===== src/rtl/rhythm_pkg.sv =====
// Shared definitions for the rhythm game blocks: lane count, judgement codes,
// judge FSM states and a lane-mask popcount helper.
package rhythm_pkg;

  localparam int LANES = 4;

  typedef enum logic [1:0] {
    JR_NONE    = 2'd0,
    JR_PERFECT = 2'd1,
    JR_GOOD    = 2'd2,
    JR_MISS    = 2'd3
  } jr_t;

  typedef enum logic [1:0] {
    S_IDLE  = 2'd0,
    S_RUN   = 2'd1,
    S_DRAIN = 2'd2
  } state_t;

  // Number of set lanes in a mask; sized to hold LANES.
  function automatic logic [2:0] popcount_lanes(input logic [LANES-1:0] m);
    logic [2:0] c;
    c = 3'd0;
    for (int i = 0; i < LANES; i++) begin
      c = c + {2'b00, m[i]};
    end
    return c;
  endfunction

endpackage


===== src/rtl/note_fifo.sv =====
// Note queue: each entry holds a lane mask and its spawn timestamp. The head
// mask is writable so the judge can strike lanes off a partly-hit note.
module note_fifo
  import rhythm_pkg::*;
#(
  parameter int DEPTH = 16
) (
  input  logic             clk,
  input  logic             rst_n,
  input  logic             clear,
  input  logic             push,
  input  logic [LANES-1:0] push_mask,
  input  logic [15:0]      push_stamp,
  input  logic             pop,
  input  logic             head_we,
  input  logic [LANES-1:0] head_wmask,
  output logic             full,
  output logic             empty,
  output logic [LANES-1:0] head_mask,
  output logic [15:0]      head_stamp
);

  localparam int AW = $clog2(DEPTH);

  logic [AW-1:0]    wr_ptr;
  logic [AW-1:0]    rd_ptr;
  logic [AW:0]      count;
  logic [LANES-1:0] mask_mem  [DEPTH];
  logic [15:0]      stamp_mem [DEPTH];
  logic             do_push;
  logic             do_pop;

  assign full       = (count == (AW+1)'(DEPTH));
  assign empty      = (count == '0);
  assign do_push    = push & ~full;
  assign do_pop     = pop & ~empty;
  assign head_mask  = mask_mem[rd_ptr];
  assign head_stamp = stamp_mem[rd_ptr];

  // Pointer and occupancy bookkeeping; clear wins over push/pop.
  always_ff @(posedge clk or negedge rst_n) begin
    if (!rst_n) begin
      wr_ptr <= '0;
      rd_ptr <= '0;
      count  <= '0;
    end else if (clear) begin
      wr_ptr <= '0;
      rd_ptr <= '0;
      count  <= '0;
    end else begin
      if (do_push) wr_ptr <= wr_ptr + 1'b1;
      if (do_pop)  rd_ptr <= rd_ptr + 1'b1;
      case ({do_push, do_pop})
        2'b10:   count <= count + 1'b1;
        2'b01:   count <= count - 1'b1;
        default: count <= count;
      endcase
    end
  end

  // Entry storage; a push never lands on the head slot of a non-empty queue,
  // so the tail write and the head-mask rewrite never collide.
  always_ff @(posedge clk) begin
    if (!clear && do_push) begin
      mask_mem[wr_ptr]  <= push_mask;
      stamp_mem[wr_ptr] <= push_stamp;
    end
    if (!clear && head_we && !empty) begin
      mask_mem[rd_ptr] <= head_wmask;
    end
  end

endmodule


===== src/rtl/note_judge.sv =====
// Note judge: timestamps spawned notes, judges key presses against the head
// note's arrival time and keeps score / combo / max combo.
module note_judge
  import rhythm_pkg::*;
#(
  parameter int          DEPTH        = 16,
  parameter logic [15:0] TRAVEL_TICKS = 16'd8820,
  parameter logic [15:0] PERFECT_WIN  = 16'd441,
  parameter logic [15:0] GOOD_WIN     = 16'd1323,
  parameter logic [15:0] PERFECT_PTS  = 16'd100,
  parameter logic [15:0] GOOD_PTS     = 16'd50
) (
  input  logic             clk,
  input  logic             rst_n,
  input  logic             tick_en,
  input  logic             game_active,
  input  logic             note_valid,
  input  logic [LANES-1:0] new_note,
  input  logic [LANES-1:0] key_press,
  output logic             judge_valid,
  output logic [1:0]       judge_result,
  output logic [LANES-1:0] judge_lanes,
  output logic [15:0]      score,
  output logic [7:0]       combo,
  output logic [7:0]       max_combo,
  output logic             overflow,
  output logic             game_done
);

  localparam logic signed [16:0] P_WIN = $signed({1'b0, PERFECT_WIN});
  localparam logic signed [16:0] G_WIN = $signed({1'b0, GOOD_WIN});

  state_t           state;
  logic             ga_q;
  logic [15:0]      now;

  logic             rise;
  logic             fall;
  logic             restart;
  logic             active;
  logic             push;

  logic             full;
  logic             empty;
  logic [LANES-1:0] head_mask;
  logic [15:0]      head_stamp;

  logic [15:0]        target_p0;
  logic signed [15:0] delta_p0;
  logic signed [16:0] delta_x_p0;
  logic [LANES-1:0]   hit_p0;
  logic [LANES-1:0]   rem_next_p0;
  jr_t                jr_p0;
  logic [LANES-1:0]   lanes_p0;
  logic [18:0]        add_p0;
  logic               pop_p0;
  logic               head_we_p0;

  // Saturating score accumulate.
  function automatic logic [15:0] sat_add16(input logic [15:0] a, input logic [18:0] b);
    logic [19:0] s;
    s = {4'b0000, a} + {1'b0, b};
    return (s > 20'h0FFFF) ? 16'hFFFF : s[15:0];
  endfunction

  // Saturating combo increment.
  function automatic logic [7:0] sat_inc8(input logic [7:0] c);
    return (c == 8'hFF) ? 8'hFF : c + 8'd1;
  endfunction

  assign rise    = game_active & ~ga_q;
  assign fall    = ~game_active & ga_q;
  assign restart = rise && (state != S_RUN);
  assign active  = (state == S_RUN || state == S_DRAIN) && !restart;
  assign push    = (state == S_RUN) && !restart && note_valid && (new_note != '0);

  note_fifo #(
    .DEPTH(DEPTH)
  ) u_fifo (
    .clk        (clk),
    .rst_n      (rst_n),
    .clear      (restart),
    .push       (push),
    .push_mask  (new_note),
    .push_stamp (now),
    .pop        (pop_p0),
    .head_we    (head_we_p0),
    .head_wmask (rem_next_p0),
    .full       (full),
    .empty      (empty),
    .head_mask  (head_mask),
    .head_stamp (head_stamp)
  );

  // Judge decision for the head note against the current time.
  always_comb begin
    target_p0   = head_stamp + TRAVEL_TICKS;
    delta_p0    = $signed(now - target_p0);
    delta_x_p0  = {delta_p0[15], delta_p0};
    hit_p0      = key_press & head_mask;
    rem_next_p0 = head_mask & ~hit_p0;
    jr_p0       = JR_NONE;
    lanes_p0    = '0;
    add_p0      = '0;
    pop_p0      = 1'b0;
    head_we_p0  = 1'b0;
    if (active && !empty) begin
      if (hit_p0 != '0 && delta_x_p0 <= P_WIN && delta_x_p0 >= -P_WIN) begin
        jr_p0      = JR_PERFECT;
        lanes_p0   = hit_p0;
        add_p0     = PERFECT_PTS * popcount_lanes(hit_p0);
        head_we_p0 = 1'b1;
        pop_p0     = (rem_next_p0 == '0);
      end else if (hit_p0 != '0 && delta_x_p0 <= G_WIN && delta_x_p0 >= -G_WIN) begin
        jr_p0      = JR_GOOD;
        lanes_p0   = hit_p0;
        add_p0     = GOOD_PTS * popcount_lanes(hit_p0);
        head_we_p0 = 1'b1;
        pop_p0     = (rem_next_p0 == '0);
      end else if (delta_x_p0 > G_WIN && head_mask != '0) begin
        jr_p0    = JR_MISS;
        lanes_p0 = head_mask;
        pop_p0   = 1'b1;
      end
    end
  end

  // Game FSM, time base, scoring and registered judgement outputs.
  always_ff @(posedge clk or negedge rst_n) begin
    if (!rst_n) begin
      state        <= S_IDLE;
      ga_q         <= 1'b0;
      now          <= '0;
      score        <= '0;
      combo        <= '0;
      overflow     <= 1'b0;
      game_done    <= 1'b0;
      judge_valid  <= 1'b0;
      judge_result <= JR_NONE;
      judge_lanes  <= '0;
    end else begin
      ga_q         <= game_active;
      game_done    <= 1'b0;
      judge_valid  <= 1'b0;
      judge_result <= JR_NONE;
      judge_lanes  <= '0;
      if (restart) begin
        state    <= S_RUN;
        now      <= '0;
        score    <= '0;
        combo    <= '0;
        overflow <= 1'b0;
      end else begin
        case (state)
          S_IDLE:  state <= S_IDLE;
          S_RUN:   if (fall) state <= S_DRAIN;
          S_DRAIN: begin
            if (empty) begin
              game_done <= 1'b1;
              state     <= S_IDLE;
            end
          end
          default: state <= S_IDLE;
        endcase
        if (active && tick_en) now <= now + 16'd1;
        if (push && full) overflow <= 1'b1;
        if (jr_p0 != JR_NONE) begin
          judge_valid  <= 1'b1;
          judge_result <= jr_p0;
          judge_lanes  <= lanes_p0;
        end
        if (jr_p0 == JR_PERFECT || jr_p0 == JR_GOOD) begin
          score <= sat_add16(score, add_p0);
          combo <= sat_inc8(combo);
        end else if (jr_p0 == JR_MISS) begin
          combo <= '0;
        end
      end
    end
  end

  // Max combo follows combo one cycle later; cleared at game start.
  always_ff @(posedge clk or negedge rst_n) begin
    if (!rst_n) begin
      max_combo <= '0;
    end else if (restart) begin
      max_combo <= '0;
    end else if (combo > max_combo) begin
      max_combo <= combo;
    end
  end

endmodule

===== config.mk =====
export PLATFORM = sky130hd
export DESIGN_NAME = note_judge
export DESIGN_NICKNAME = d
export VERILOG_FILES = /design/src/rtl/rhythm_pkg.sv /design/src/rtl/note_fifo.sv /design/src/rtl/note_judge.sv
export SDC_FILE = /design/constraint.sdc
export NUM_CORES = 1
export LEC_CHECK = 0
export ABC_AREA = 1
export BUFFER_PORTS_ARGS = -buffer_cell sky130_fd_sc_hd__clkbuf_2
export CAP_MARGIN = 20
export CORE_ASPECT_RATIO = 0.6
export CORE_MARGIN = 2
export CORE_UTILIZATION = 55
export CTS_CLUSTER_DIAMETER = 40
export DETAILED_ROUTE_END_ITERATION = 10
export PLACE_DENSITY = 0.72
export SLEW_MARGIN = 20
export SYNTH_ARGS = -nofsm -noshare
export SYNTH_HDL_FRONTEND = slang
export SYNTH_SLANG_ARGS = --single-unit

===== constraint.sdc =====
create_clock -name clk -period 8.55 [get_ports clk]
set_input_delay 0.855 -clock clk [delete_from_list [all_inputs] [get_ports clk]]
set_output_delay 0.855 -clock clk [all_outputs]
set_load 0.01 [all_outputs]

After elaboration in Yosys (flattened, before gate mapping)

Memories as Yosys holds them, arrays and structs flattened.
Index checks and enable logic that the tools add are counted.
Widths: inputs -> output; s select.

Register bits: 73
Memory bits (writable): 320
Bits of input ports: 13
Output and inout port bits: 41
Word-level logic and storage cells: 149
Memories: 2

Add/subtract/negate cells: 12
Multiply operators: 2
Order comparisons: 7
Eq/ne operators: 12
Muxes and demuxes: 54
Bitwise gates (word level): 11
Reduce and logical (&&, ||, !) cells: 35

Memories:

| memory           | depth | bits a word | read ports | clocked after memory_dff | wr ports | RTL line        | text |
|---|---|---|---|---|---|---|---|
| u_fifo.stamp_mem | 16    | 16          | 1          | 0                        | 1        | note_fifo.sv:29 | `logic [15:0] stamp_mem [DEPTH];` |
| u_fifo.mask_mem  | 16    | 4           | 1          | 0                        | 2        | note_fifo.sv:28 | `logic [LANES-1:0] mask_mem [DEPTH];` |

Operators by type and width:

| kind                   | count |
|---|---|
| $mux 16                | 5 |
| $mux 8                 | 6 |
| $mux 4                 | 10 |
| $add 16x19->20         | 1 |
| $gt 20x16->1 const B   | 1 |
| $mux 10                | 2 |
| $mux 1                 | 18 |
| $mux 2                 | 9 |
| $add 16x1->16 const B  | 1 |
| $add 16x14->16 const B | 1 |
| $ge 16x10->1 const B   | 1 |
| $ge 16x12->1 const B   | 1 |
| $gt 16x12->1 const B   | 1 |
| $le 16x10->1 const B   | 1 |
| $le 16x12->1 const B   | 1 |
| $logic_and 1x1->1      | 16 |
| $mul 5x3->8 const A    | 2 |
| $sub 16x16->16         | 1 |
| $reduce_bool 2->1      | 7 |
| $reduce_bool 4->1      | 3 |
| $pmux 5 s2             | 1 |
| $mux 9                 | 1 |
| $add 4x1->4 const B    | 2 |
| $add 8x1->8 const B    | 1 |
| other kinds (25)       | 40 |

Logic depth before layout (Yosys ltp)

An unclocked memory read counts as a cell.

Word-level depth: 14
Gate-level depth with buffers: 50
Mapped depth without buffers: 44

Cells and area by module

A second synthesis with hierarchy kept.

Cell total of the unflattened synthesis: 2013
Area total of the unflattened synthesis: 19502.5 um^2

By module, submodules not included:

| module     | times used | cells an instance | area each (um^2) | sequential area each (um^2) |
|---|---|---|---|---|
| note_fifo  | 1          | 1219              | 14036.0          | 9934.5 |
| note_judge | 1          | 794               | 5466.5           | 1501.4 |

Worst setup path before layout

Ideal clock, no wire load.

Kind: reg2reg
From: register u_fifo.rd_ptr[0]
To: register score[13]
Library setup time: 0.087 ns
Data arrival time: 6.413 ns
Data required time: 8.463 ns
Setup slack: 2.051 ns
Cell stages (with the launch flop): 47
Buffers on the path: 9
Period minus slack after synthesis: 6.499 ns
Cell sequence: dfrtp_1 -> buf_6 -> buf_6 -> buf_6 -> buf_2 -> clkbuf_1 -> clkbuf_1 -> clkbuf_1 -> nor2_1 -> o22ai_1 -> nand2_1 -> nand4_1 -> ha_1 -> inv_1 -> ha_1 -> fa_1 -> nand2_1 -> nand2_1 -> (+11 left out) -> o21ai_0 -> nor2_1 -> ha_1 -> nand3_1 -> nand2_1 -> nand2_1 -> nand2_1 -> a21oi_1 -> nor2_1 -> nor2_1 -> o21bai_1 -> nand2_1 -> nand2_1 -> a21oi_1 -> nor3_1 -> nand4_1 -> clkbuf_1 -> o211ai_1

Word-level cells in the longest chain between the ends: 14
Elaborated cells between the ends (all ways): 38
Classes of those cells: 6 x add/sub; 2 x mul; 6 x order compare; 2 x eq/ne; 10 x mux; 1 x bitwise; 9 x reduce/logical; 2 x memory

Ends and longest elaborated chain:

| what                                             | RTL line                                                | text |
|---|---|---|
| start, declared                                  | note_fifo.sv:26                                         | `logic [AW-1:0] rd_ptr;` |
| start signal, assigned                           | note_fifo.sv:52                                         | `if (do_pop) rd_ptr <= rd_ptr + 1'b1;` |
| $mem_v2 16x16 or $mem_v2 16x4 (tied branches)    | n/a                                                     |  |
| $add 16x14->16 or $and 4x4->4 (tied branches)    | note_judge.sv:97, note_judge.sv:100                     |  |
| $sub 16x16->16 or $add 1x1->2 (tied branches)    | note_judge.sv:98, rhythm_pkg.sv:25                      |  |
| $le 16x12->1 or $add 2x1->3 (tied branches)      | note_judge.sv:114, rhythm_pkg.sv:25                     |  |
| $logic_and 1x1->1 or $add 3x1->3 (tied branches) | note_judge.sv:114, rhythm_pkg.sv:25                     |  |
| $logic_and 1x1->1 or $mul 5x3->8 (tied branches) | note_judge.sv:114, note_judge.sv:111, note_judge.sv:117 |  |
| $mux 9                                           | note_judge.sv:114                                       | `end else if (hit_p0 != '0 && delta_x_p0 <= G_WIN && delta_x_p0 >= -G_WIN) begin` |
| $mux 10                                          | note_judge.sv:108                                       | `if (hit_p0 != '0 && delta_x_p0 <= P_WIN && delta_x_p0 >= -P_WIN) begin` |
| $mux 10                                          | note_judge.sv:107                                       | `if (active && !empty) begin` |
| $add 16x19->20                                   | note_judge.sv:62                                        | `s = {4'b0000, a} + {1'b0, b};` |
| $gt 20x16->1                                     | note_judge.sv:63                                        | `return (s > 20'h0FFFF) ? 16'hFFFF : s[15:0];` |
| $mux 16                                          | note_judge.sv:63                                        |  |
| $mux 16                                          | note_judge.sv:172                                       | `if (jr_p0 == JR_PERFECT \|\| jr_p0 == JR_GOOD) begin` |
| $mux 16                                          | note_judge.sv:147                                       | `if (restart) begin` |
| end signal, assigned                             | note_judge.sv:173                                       | `score <= sat_add16(score, add_p0);` |
| end, declared                                    | note_judge.sv:23                                        | `output logic [15:0] score,` |

Parallel ways exist; a longest one is shown, timed or not. The select of a mux whose other input is x is not followed.
A chain may end at the register's enable or synchronous reset.

Worst setup path after layout

From: register u_fifo.rd_ptr[0]
To: register score[15]

Same word-level chain as after synthesis.

==> reports/qor.txt <==
GPL Wtd Cong - 0.9296
Area used by multi-input combinational logic - 6943 sq um
CP max stage delay - 0.67 ns
Max VDD drop - 0.1995 mV
CTS resizes - 0
Num CTS Buffers - 39
Clk slew on worst S/H paths - 0.06 ns
DIE HEIGHT - 149.3 um
Die Span X - 246.1 um
Top FF cell, synth - edfxtp_1
Post-synthesis net count - 2016
Setup TNS - 0 ns
Required time worst endpoint - 8.98 ns
Clk buf depth - 3
Post-synthesis cell type count - 57
Reg area - 11440 sq um
Worst Hold Class - input port to register
Synth Instances - 1931
Yosys warns - 0
Vias - 14660
Kind of critical path - register to register
Initial Util - 55.57%
Root buffer cell - clkbuf_16
Max Slew Vio Count - 0
Post-synth EDFFs - 320
Final hold vios - 0
Seq cells post-synth - 393
DP HPWL - 32060 um
Hold buffer count at cts - 0
Most used cell along the critical path - nand2_1
Initial antenna violation count - 0
ANT cells - 0
CTS H-tree lvls - 2
Ratio of cells with drive above 1 in the final layout - 11.35%
Clk_lat worst skew - 0.54 ns
PortBufs - 53
Max Fclk - 130.6 MHz
Core region area - 34810 sq um
DIE AREA - 36740 sq um
CTS sink cnt - 393
Largest net degree at the start of global routing - 165
Slew HR - 33.42%
Final net count - 2059
# rows - 53
Critical path launch point type - register
GRT Util Overall - 27.53%
Vias in the first global route - 13410
CP arrival - 8.09 ns
Core Util, Final - 61.38%
Pleak - 0.008838 uW
# Post-CTS Setup Buffers - 0
RSZ-0062 raised after global routing - false
Vias per cell - 5.941
DRC errors left - 0
Ys async rst share - 18.58%
Register area share after synthesis - 59.12%
Grt ovf - 0
Crit path max fanout - 93
Worst-margin pin slew - 0.9987 ns
Status - completed
Number of fill cells - 2857
Syn_area_per_cell - 10.02 sq um
Wirelength, routed - 50050 um
Power Dens Cells - 346.5 nW/um^2
WL/cell - 20.29 um
Final setup viols - 0
DR pass1 iterations - 6
Post-route clock skew - 0.02409 ns
Crit path capture type - register
Min cycle time layout - 7.658 ns
CTS tree - done
First-pass GRT wire length - 77100 um
Final period utilization - 89.57%
Max-capacitance violation count - 0
Max stage delay cell, worst path - nand4_1
I/O pin cnt - 54
Initial detailed-routing violation count - 1668
Detail Route Antenna Nets - 0
Area Overhead vs Synth - 10.46%
Mapped Area - 19340 sq um
-- cell usage after synthesis, drive strengths merged, types with 4 or more instances --
cell type  instances  area share, %
inv              172            3.4
nand3             60            1.7
a221oi             6           0.27
nor4               5           0.16
o211ai            10           0.39
edfxtp           320             50
nand4             27           0.87
o22ai             88            2.8
a211oi             4           0.16
o21ai            280            7.3
a21oi             44            1.2
nor2             258            5.5
fa                 6           0.62
nor3              19           0.52
dfrtp             73            9.4
xor2               7           0.36
a22o               6           0.27
nand2            367            8.1
ha                66            4.3
buf               23           0.74
or2                4           0.13
xnor2              4           0.18
clkbuf            60            1.2
-- area by class of cell --
class                      instances  share of cell area [%]
sequential                       393                   53.54
multi-input combinational       1282                   32.49
clock buffer                      45                   4.672
inverter                         173                   3.074
tap                              467                   2.734
timing repair buffer              85                   2.453
clock inverter                    22                   1.036
-- layer usage --
layer | vias to the layer above | track usage [%] | share of wire (%)
met5 | - | 0 | 0
met4 | 0 | 5.455 | 1.4
met3 | 61 | 6.638 | 12
met2 | 742 | 37.84 | 41
met1 | 7023 | 44.05 | 46
li1 | 6831 | - | -
-- logic make-up (layout without fill, tap and decap cells) --
kind of cell / Yosys count / in the layout / synth area share [%]
buffers and inverters: 256 / 325 / 5.304
adders and majority gates: 72 / 72 / 4.890
xor gates and xnor gates: 11 / 11 / 0.5368
DFF: 393 / 393 / 59.12
AOI/OAI and AO/OA: 453 / 453 / 13.03
and+or+nand+nor: 746 / 746 / 17.13
-- power breakdown --
part,internal [uW],switching (uW),total [uW]
clock network,937,734,1670
logic,1030,2460,3500
registers,2160,76.5,2240
total,4130,3270,7400
-- path summary, 6_finish.rpt --
kind	startpoint	endpoint	slack, ns	cells after the start
min	game_active	ga_q$_DFF_PN0_	0.45	1
min in group asynchronous	rst_n	score[8]$_DFFE_PN0P_	0.48	1
max in group asynchronous	rst_n	u_fifo.rd_ptr[0]$_DFFE_PN0P_	7.33	1
max	u_fifo.rd_ptr[0]$_DFFE_PN0P_	score[15]$_DFFE_PN0P_	0.89	34
min reg2reg	score[0]$_DFFE_PN0P_	score[0]$_DFFE_PN0P_	0.50	2
max reg2reg	u_fifo.rd_ptr[0]$_DFFE_PN0P_	score[15]$_DFFE_PN0P_	0.89	34
-- placed cells by master (no fill, tap or decap), types with 6 or more instances in the layout --
cell type and instances:
inv_2 6, a221oi_1 6, dfrtp_1 71, nand2_4 19, o211ai_1 10, nor2_2 22
clkbuf_1 6, o21ai_0 204, edfxtp_1 320, a21oi_1 41, clkbuf_2 52, clkinv_4 6
fa_1 6, a22o_1 6, nor2_1 230, nand2_2 9, xor2_1 6, buf_4 31
nor3_1 17, ha_1 66, clkbuf_16 39, nand4_1 27, nand3_1 55, o21ai_1 73
inv_1 165, nand2_1 338, o22ai_1 88
-- registers in the layout (all words and copies together) (netlist names), 4 cells and up --
| name | count |
|---|---|
| combo | 8 |
| judge_lanes | 4 |
| max_combo | 8 |
| now | 16 |
| score | 16 |
| u_fifo.count | 5 |
| u_fifo.mask_mem | 64 |
| u_fifo.rd_ptr | 4 |
| u_fifo.stamp_mem | 256 |
| u_fifo.wr_ptr | 4 |
-- per-stage QoR --
stage	setup slack [ns]	power, uW	cells	instance area (sq um)	hold WS (ns)
4_1_cts	1.090	7349	2467	21370	0.4257
2_1_floorplan	2.051	4822	1931	19340	0.4551
3_5_place_dp	1.122	5678	2400	20150	0.4839
3_3_place_gp	1.296	5610	2399	20130	0.4790
6_report	0.8921	7404	2467	21370	0.4461
5_1_grt	0.08062	7912	2467	21370	0.4267
-- critical path: cells and delay by family, from the launching register on --
family	cells	cell delay, ns
AO/OA/AOI/OAI	11	1.70
adder cells (fa/ha/maj)	3	1.05
buffers and inverters	3	1.20
flip-flops	1	0.50
AND/OR/NAND/NOR	17	3.05
Power figures use the tool's default switching activity.
